===== config.mk =====
export PLATFORM = sky130hd
export DESIGN_NAME = regfile_scoreboard
export DESIGN_NICKNAME = d
export VERILOG_FILES = /design/src/rtl/regfile_pkg.sv /design/src/rtl/regfile_bank.sv /design/src/rtl/regfile_scoreboard.sv
export SDC_FILE = /design/constraint.sdc
export NUM_CORES = 2
export LEC_CHECK = 0
export CAP_MARGIN = 20
export CORE_AREA = 2 2 334 336
export CTS_BUF_LIST = sky130_fd_sc_hd__clkbuf_16
export DETAILED_ROUTE_END_ITERATION = 7
export DIE_AREA = 0 0 336 338
export GPL_ROUTABILITY_DRIVEN = 0
export PLACE_DENSITY = 0.72
export SLEW_MARGIN = 20
export SYNTH_ARGS = -nofsm -noshare
export SYNTH_HDL_FRONTEND = slang
export SYNTH_SLANG_ARGS = --single-unit

===== constraint.sdc =====
create_clock -name clock -period 14.22 [get_ports clock]
set_input_delay 3.555 -clock clock [delete_from_list [all_inputs] [get_ports clock]]
set_output_delay 3.555 -clock clock [all_outputs]
set_load 0.02 [all_outputs]

===== src/rtl/regfile_pkg.sv =====
// regfile_pkg
//   Shared definitions for the scoreboarded register file:
//   - DATA_W_DEF / NUM_REGS_DEF : default register width and count
//   - PENDING_W                 : width of the outstanding long-latency op counter
//   - addr_w()                  : register address width for a given register count
//   - port_lo() / port_hi()     : bit bounds of one port inside a packed multi-port bus
package regfile_pkg;

  localparam int DATA_W_DEF   = 32;
  localparam int NUM_REGS_DEF = 32;
  localparam int PENDING_W    = 3;

  function automatic int addr_w(input int num_regs);
    return $clog2(num_regs);
  endfunction

  function automatic int port_lo(input int port, input int width);
    return port * width;
  endfunction

  function automatic int port_hi(input int port, input int width);
    return (port + 1) * width - 1;
  endfunction

endpackage


===== src/rtl/regfile_bank.sv =====
// regfile_bank
//   Storage array for the register file. Two write ports share the array;
//   when both target the same register in one cycle the primary port's data
//   is stored. Register 0 has no storage and always reads as zero.
// Ports:
//   clock, reset      rising-edge clock, synchronous active-high clear of all registers
//   we/waddr/wdata    primary (pipeline writeback) write port
//   md_we/md_addr/md_data  multdiv writeback write port
//   regs              every register flattened, register i at [i*DATA_W +: DATA_W]
module regfile_bank
  import regfile_pkg::*;
#(
  parameter int  DATA_W   = DATA_W_DEF,
  parameter int  NUM_REGS = NUM_REGS_DEF,
  localparam int ADDR_W   = addr_w(NUM_REGS)
) (
  input  logic                       clock,
  input  logic                       reset,
  input  logic                       we,
  input  logic [ADDR_W-1:0]          waddr,
  input  logic [DATA_W-1:0]          wdata,
  input  logic                       md_we,
  input  logic [ADDR_W-1:0]          md_addr,
  input  logic [DATA_W-1:0]          md_data,
  output logic [NUM_REGS*DATA_W-1:0] regs
);

  logic [DATA_W-1:0] mem [1:NUM_REGS-1];

  always_ff @(posedge clock) begin
    if (reset) begin
      for (int i = 1; i < NUM_REGS; i++) begin
        mem[i] <= '0;
      end
    end else begin
      if (md_we && (md_addr != '0)) begin
        mem[md_addr] <= md_data;
      end
      // Issued after the md write so the primary port wins a same-register collision.
      if (we && (waddr != '0)) begin
        mem[waddr] <= wdata;
      end
    end
  end

  always_comb begin
    regs = '0;
    for (int i = 1; i < NUM_REGS; i++) begin
      regs[port_lo(i, DATA_W) +: DATA_W] = mem[i];
    end
  end

endmodule


===== src/rtl/regfile_scoreboard.sv =====
// regfile_scoreboard
//   N-entry register file with RD_PORTS combinational read ports, a primary
//   and a multdiv write port, and a per-register busy scoreboard for
//   long-latency operations. Register 0 reads zero and is never busy.
//   Optional feature macro: REGFILE_BYPASS_EN -- same-cycle write-to-read
//   forwarding of data and of busy clears.
// Ports:
//   clock, ctrl_reset                     clock and synchronous active-high reset
//   ctrl_writeEnable/writeReg, data_writeReg      primary write port
//   ctrl_mdWriteEnable/mdWriteReg, data_mdWriteReg multdiv write port (clears busy)
//   ctrl_issueEnable, ctrl_issueReg       long-latency op issue (sets busy)
//   ctrl_readReg / data_readReg           packed read addresses / read data
//   busy_readReg, stall                   per-port busy flags and their OR
//   issue_ready, issue_err                issue acceptance and sticky drop flag
module regfile_scoreboard
  import regfile_pkg::*;
#(
  parameter int  DATA_W      = DATA_W_DEF,
  parameter int  NUM_REGS    = NUM_REGS_DEF,
  parameter int  RD_PORTS    = 2,
  parameter int  MAX_PENDING = 2,
  localparam int ADDR_W      = addr_w(NUM_REGS)
) (
  input  logic                       clock,
  input  logic                       ctrl_reset,
  input  logic                       ctrl_writeEnable,
  input  logic [ADDR_W-1:0]          ctrl_writeReg,
  input  logic [DATA_W-1:0]          data_writeReg,
  input  logic                       ctrl_mdWriteEnable,
  input  logic [ADDR_W-1:0]          ctrl_mdWriteReg,
  input  logic [DATA_W-1:0]          data_mdWriteReg,
  input  logic                       ctrl_issueEnable,
  input  logic [ADDR_W-1:0]          ctrl_issueReg,
  input  logic [RD_PORTS*ADDR_W-1:0] ctrl_readReg,
  output logic [RD_PORTS*DATA_W-1:0] data_readReg,
  output logic [RD_PORTS-1:0]        busy_readReg,
  output logic                       stall,
  output logic                       issue_ready,
  output logic                       issue_err
);

  logic [NUM_REGS*DATA_W-1:0] regs;
  logic [NUM_REGS-1:0]        busy;
  logic [PENDING_W-1:0]       pending;
  logic                       md_clr;
  logic                       md_frees_issue;
  logic                       issue_set;

  regfile_bank #(
    .DATA_W   (DATA_W),
    .NUM_REGS (NUM_REGS)
  ) u_bank (
    .clock   (clock),
    .reset   (ctrl_reset),
    .we      (ctrl_writeEnable),
    .waddr   (ctrl_writeReg),
    .wdata   (data_writeReg),
    .md_we   (ctrl_mdWriteEnable),
    .md_addr (ctrl_mdWriteReg),
    .md_data (data_mdWriteReg),
    .regs    (regs)
  );

  // Scoreboard control. busy[0] is never set, so md writes to r0 never clear
  // anything and issues to r0 never occupy a slot.
  always_comb begin
    md_clr         = ctrl_mdWriteEnable && busy[ctrl_mdWriteReg];
    // A register being retired this cycle may be re-issued in the same cycle:
    // the retire and the new issue cancel in the counter and the bit stays set.
    md_frees_issue = md_clr && (ctrl_mdWriteReg == ctrl_issueReg);
    // The count compared is the pre-edge value, even when an md write retires
    // a different register in the same cycle.
    issue_ready    = (int'(pending) < MAX_PENDING) &&
                     (!busy[ctrl_issueReg] || md_frees_issue);
    issue_set      = ctrl_issueEnable && issue_ready && (ctrl_issueReg != '0);
  end

  always_ff @(posedge clock) begin
    if (ctrl_reset) begin
      busy      <= '0;
      pending   <= '0;
      issue_err <= 1'b0;
    end else begin
      if (md_clr) begin
        busy[ctrl_mdWriteReg] <= 1'b0;
      end
      // Placed after the clear so a same-register retire/re-issue leaves the bit set.
      if (issue_set) begin
        busy[ctrl_issueReg] <= 1'b1;
      end
      case ({issue_set, md_clr})
        2'b10:   pending <= pending + 3'd1;
        2'b01:   pending <= pending - 3'd1;
        default: pending <= pending;
      endcase
      if (ctrl_issueEnable && !issue_ready) begin
        issue_err <= 1'b1;
      end
    end
  end

  // Read ports
  for (genvar p = 0; p < RD_PORTS; p++) begin : g_rd
    logic [ADDR_W-1:0] ra;
    logic [DATA_W-1:0] rd;
    logic              bs;

    always_comb begin
      ra = ctrl_readReg[port_lo(p, ADDR_W) +: ADDR_W];
      rd = regs[int'(ra) * DATA_W +: DATA_W];
      bs = busy[ra];
`ifdef REGFILE_BYPASS_EN
      if (ra != '0) begin
        if (ctrl_writeEnable && (ctrl_writeReg == ra)) begin
          rd = data_writeReg;
        end else if (ctrl_mdWriteEnable && (ctrl_mdWriteReg == ra)) begin
          rd = data_mdWriteReg;
        end
        if (ctrl_mdWriteEnable && (ctrl_mdWriteReg == ra)) begin
          bs = 1'b0;
        end
      end
`endif
    end

    assign data_readReg[port_lo(p, DATA_W) +: DATA_W] = rd;
    assign busy_readReg[p]                            = bs;
  end

  assign stall = |busy_readReg;

endmodule

==> results.tsv <==
stage	metric	value	unit
logic_synthesis	largest family of logic cells by synthesized area	multiplexers	
worst_setup_path	Data arrival, critical path	7.78	ns
detailed_routing	first-pass iteration count of the detailed router	6	
hold_path	HP Class	reg2reg	
global_routing	grt ovf	0	
detailed_routing	vias per cell	8.02	
floorplan	row count	122	
logic_synthesis	syn_nets	4326	
logic_synthesis	Mapped Cells	4230	
logic_synthesis	Yosys top cell area share	0.495	
floorplan	Die H	338	µm
logic_synthesis	Post-Syn Area per Cell	14.2	µm²
timing	Final Hold Fails	0	
placement	input/output buffers	162	
timing	setup TNS	0	ns
timing	Final Critical Period	11.34	ns
logic_synthesis	Cell variety after synth	51	
power	worst-case vdd ir drop	0.000103	V
timing	RSZ-0062 raised after global routing	no	
floorplan	# IOs	163	
logic_synthesis	Synth Flop Type	edfxtp_1	
worst_setup_path	WS Path Type	in2out	
timing	final setup fails	0	
cells_and_area	FILL cells	7986	
worst_setup_path	Critical Path Most Common Cell	clkdlybuf4s50_1	
cts	Worst-Skew Late Latency	0.70	ns
logic_synthesis	EDFF count, synth	992	
worst_setup_path	CP Data Required Time	10.66	ns
cts	clock net sink count	1028	
cts	cts hold-fix bufs	0	
detailed_routing	DR iter-0 viols	7844	
detailed_routing	routed wire length per instance	40.7	µm
worst_setup_path	crit-path max cell delay	0.84	ns
job	max_cap viols	0	
logic_synthesis	mapped cell area	60100	µm²
global_routing	Overall Global Routing Usage	0.402	
cts	CTS tree	built	
global_routing	initial antenna violation count	32	
cts	CTS buffer count	108	
timing	max-slew violation count	0	
cts	PostCTS Resize Cnt	0	
logic_synthesis	post-synthesis compound-gate area fraction	0.153	
logic_synthesis	synthesized flop and latch total	1028	
floorplan	die area	114000	µm²
timing	maximum clock rate	88.2	MHz
floorplan	Die Wd	336	µm
worst_setup_path	WP buf/inv	2	
timing	Tcrit/Tclk final	0.797	
cells_and_area	Register Area	30500	µm²
cells_and_area	layout cells sized above 1	0.287	
logic_synthesis	XOR/XNOR Fraction of Synth Area	0.00102	
worst_setup_path	Worst R2R Setup Slack	10.13	ns
cells_and_area	Area Growth Syn to Fin	10.3	%
logic_synthesis	most common cell in the netlist	edfxtp_1	
power	Cell Pwr Density	111	nW/µm²
detailed_routing	WL final	229000	µm
worst_setup_path	Crit path max-delay family	simple AND/OR/NAND/NOR gates	
floorplan	Initial Util	0.546	
global_routing	first-pass GRT wire length	319000	µm
logic_synthesis	total number of yosys warnings	0	
worst_setup_path	slowest CP cell	a41oi_4	
logic_synthesis	Area contributors post-synth	edfxtp_1, mux4_2, a22o_1, clkbuf_1, nand2_1	
timing	Relative slew margins	0.188	
cells_and_area	multi-input logic area	27900	µm²
power	P_leak	21.3	nW
worst_setup_path	startpoint types	primary input	
worst_setup_path	CP endpoint kind	output pin	
global_routing	pin count of the biggest net entering global routing	100	
worst_setup_path	CP cell instances	clkdlybuf4s50_1 -> nand3b_1 -> o22ai_1 -> nor4_2 -> o2bb2ai_2 -> a41oi_4 -> nor3_1 -> clkdlybuf4s50_1	
timing	Post-Route Skew	0.00770	ns
cells_and_area	final instance area	66300	µm²
worst_setup_path	Max Fanout on Critical Path	34	
logic_synthesis	cell taking the most area after synthesis	edfxtp_1	
cts	Max H-tree Level	3	
logic_synthesis	FFs w/ async S/R, synth	0	
logic_synthesis	Synth top cells by count	edfxtp_1, a22o_1, mux4_2	
logic_synthesis	simple-gate share of the synthesized area	0.0446	
logic_synthesis	mux share of post-synthesis cell area	0.253	
cts	CTS max path bufs	3	
placement	Area after DPL	63200	µm²
logic_synthesis	adder-cell area share of the yosys netlist	0.000541	
detailed_routing	antenna viol nets, final	0	
cts	CTS clk-pin slew, worst paths	0.06	ns
cts	Post-CTS Setup Bufs	0	
floorplan	CORE AREA	110000	µm²
cts	clock root buffer	clkbuf_16	
placement	dpl hpwl	125000	µm
detailed_routing	# DRC	0	
status	status	complete, no violations	
cells_and_area	nets	4138	
detailed_routing	total vias in the final route	45100	
global_routing	vias in the first global route	43800	
logic_synthesis	sequential area share after synthesis	0.507	
timing	worst-margin pin slew	1.22	ns
[cell usage in the layout, fill, tap and decap left out, types with 8 or more instances in the layout]
cell type	synthesis	final
mux4_2	598	598
nand2_1	480	480
o21ai_0	256	249
clkinv_2	0	12
mux2_2	130	130
or3_2	0	8
clkbuf_16	0	108
nor2_1	60	25
clkinv_1	0	27
inv_1	7	38
a22o_1	832	832
mux2i_1	28	28
edfxtp_1	992	992
nand3_1	17	17
o22ai_1	8	8
clkdlybuf4s50_1	0	105
buf_4	3	149
nor2_4	0	35
nand3b_1	8	8
buf_2	43	49
o211ai_1	22	22
nor3_2	0	26
nor3_1	37	11
dfxtp_1	36	36
o221ai_4	0	16
o311ai_0	8	8
diode_2	0	9
[power by group]
part | switching, mW | internal (mW) | total [mW] | leakage (nW)
Sequential | 0.0881 | 3.50 | 3.58 | 9.75
Clock | 1.21 | 1.45 | 2.67 | 1.70
Combinational | 0.633 | 0.481 | 1.11 | 9.88
[worst paths after layout]
path | from | to | cells past startpoint
setup / recovery | ctrl_mdWriteReg[2] | issue_ready | 8
hold / removal | pending[0] | pending[0] | 2
setup reg to reg | busy[24] | pending[2] | 12
hold reg to reg | pending[0] | pending[0] | 2
[cell families (layout without fill, tap and decap cells)]
logic type               count (synthesis)  count (layout)
flip-flops                            1028            1028
multiplexers                           756             756
AO/OA/AOI/OAI                         1162            1162
buffers and inverters                  625             521
AND/OR/NAND/NOR                        650             650
other                                    0               9
XOR/XNOR                                 7               7
adder cells (fa/ha/maj)                  2               2
[worst reg2reg max path, stage by stage, from the launching register on]
cell	delay (ns)
dfxtp_1	0.38
mux2i_1	0.18
o22ai_1	0.11
nor4_2	0.82
o2bb2ai_2	0.18
a41oi_4	0.84
a211o_1	0.24
ha_1	0.23
inv_1	0.07
fa_1	0.38
xor2_1	0.15
or3_1	0.30
a21oi_1	0.14
[state kept, by name, indices dropped and copies added, names as in the netlist]
name	count
pending	3
busy	32
issue_err	1
u_bank.mem	992
[metal layers]
metal	wire (µm)	global-route usage
met5	335	0.00553
met1	74600	0.510
met3	39600	0.172
met4	16400	0.245
met2	97600	0.573
[per-stage QoR]
stage | setup WS [ns] | util | hold slack, ns | cells | power [mW]
floorplan | 4.86 | - | 0.476 | 4230 | 4.30
global placement | 3.13 | 0.574 | 0.491 | 5415 | 4.70
detailed placement | 3.00 | 0.574 | 0.505 | 5418 | 4.72
CTS | 2.97 | 0.603 | 0.515 | 5612 | 7.32
global route | 2.63 | 0.602 | 0.554 | 5618 | 7.50
finish | 2.88 | 0.602 | 0.518 | 5623 | 7.36
[cell type report]
type | instances | area share
Timing Repair Buffer | 320 | 0.0414
Antenna cell | 9 | 0.000340
Tap cell | 1488 | 0.0281
Multi-Input combinational cell | 2577 | 0.421
Sequential cell | 1028 | 0.460
Inverter | 7 | 0.000396
Clock buffer | 108 | 0.0408
Clock inverter | 86 | 0.00757
Note: power is estimated with default switching activity, not from simulation.
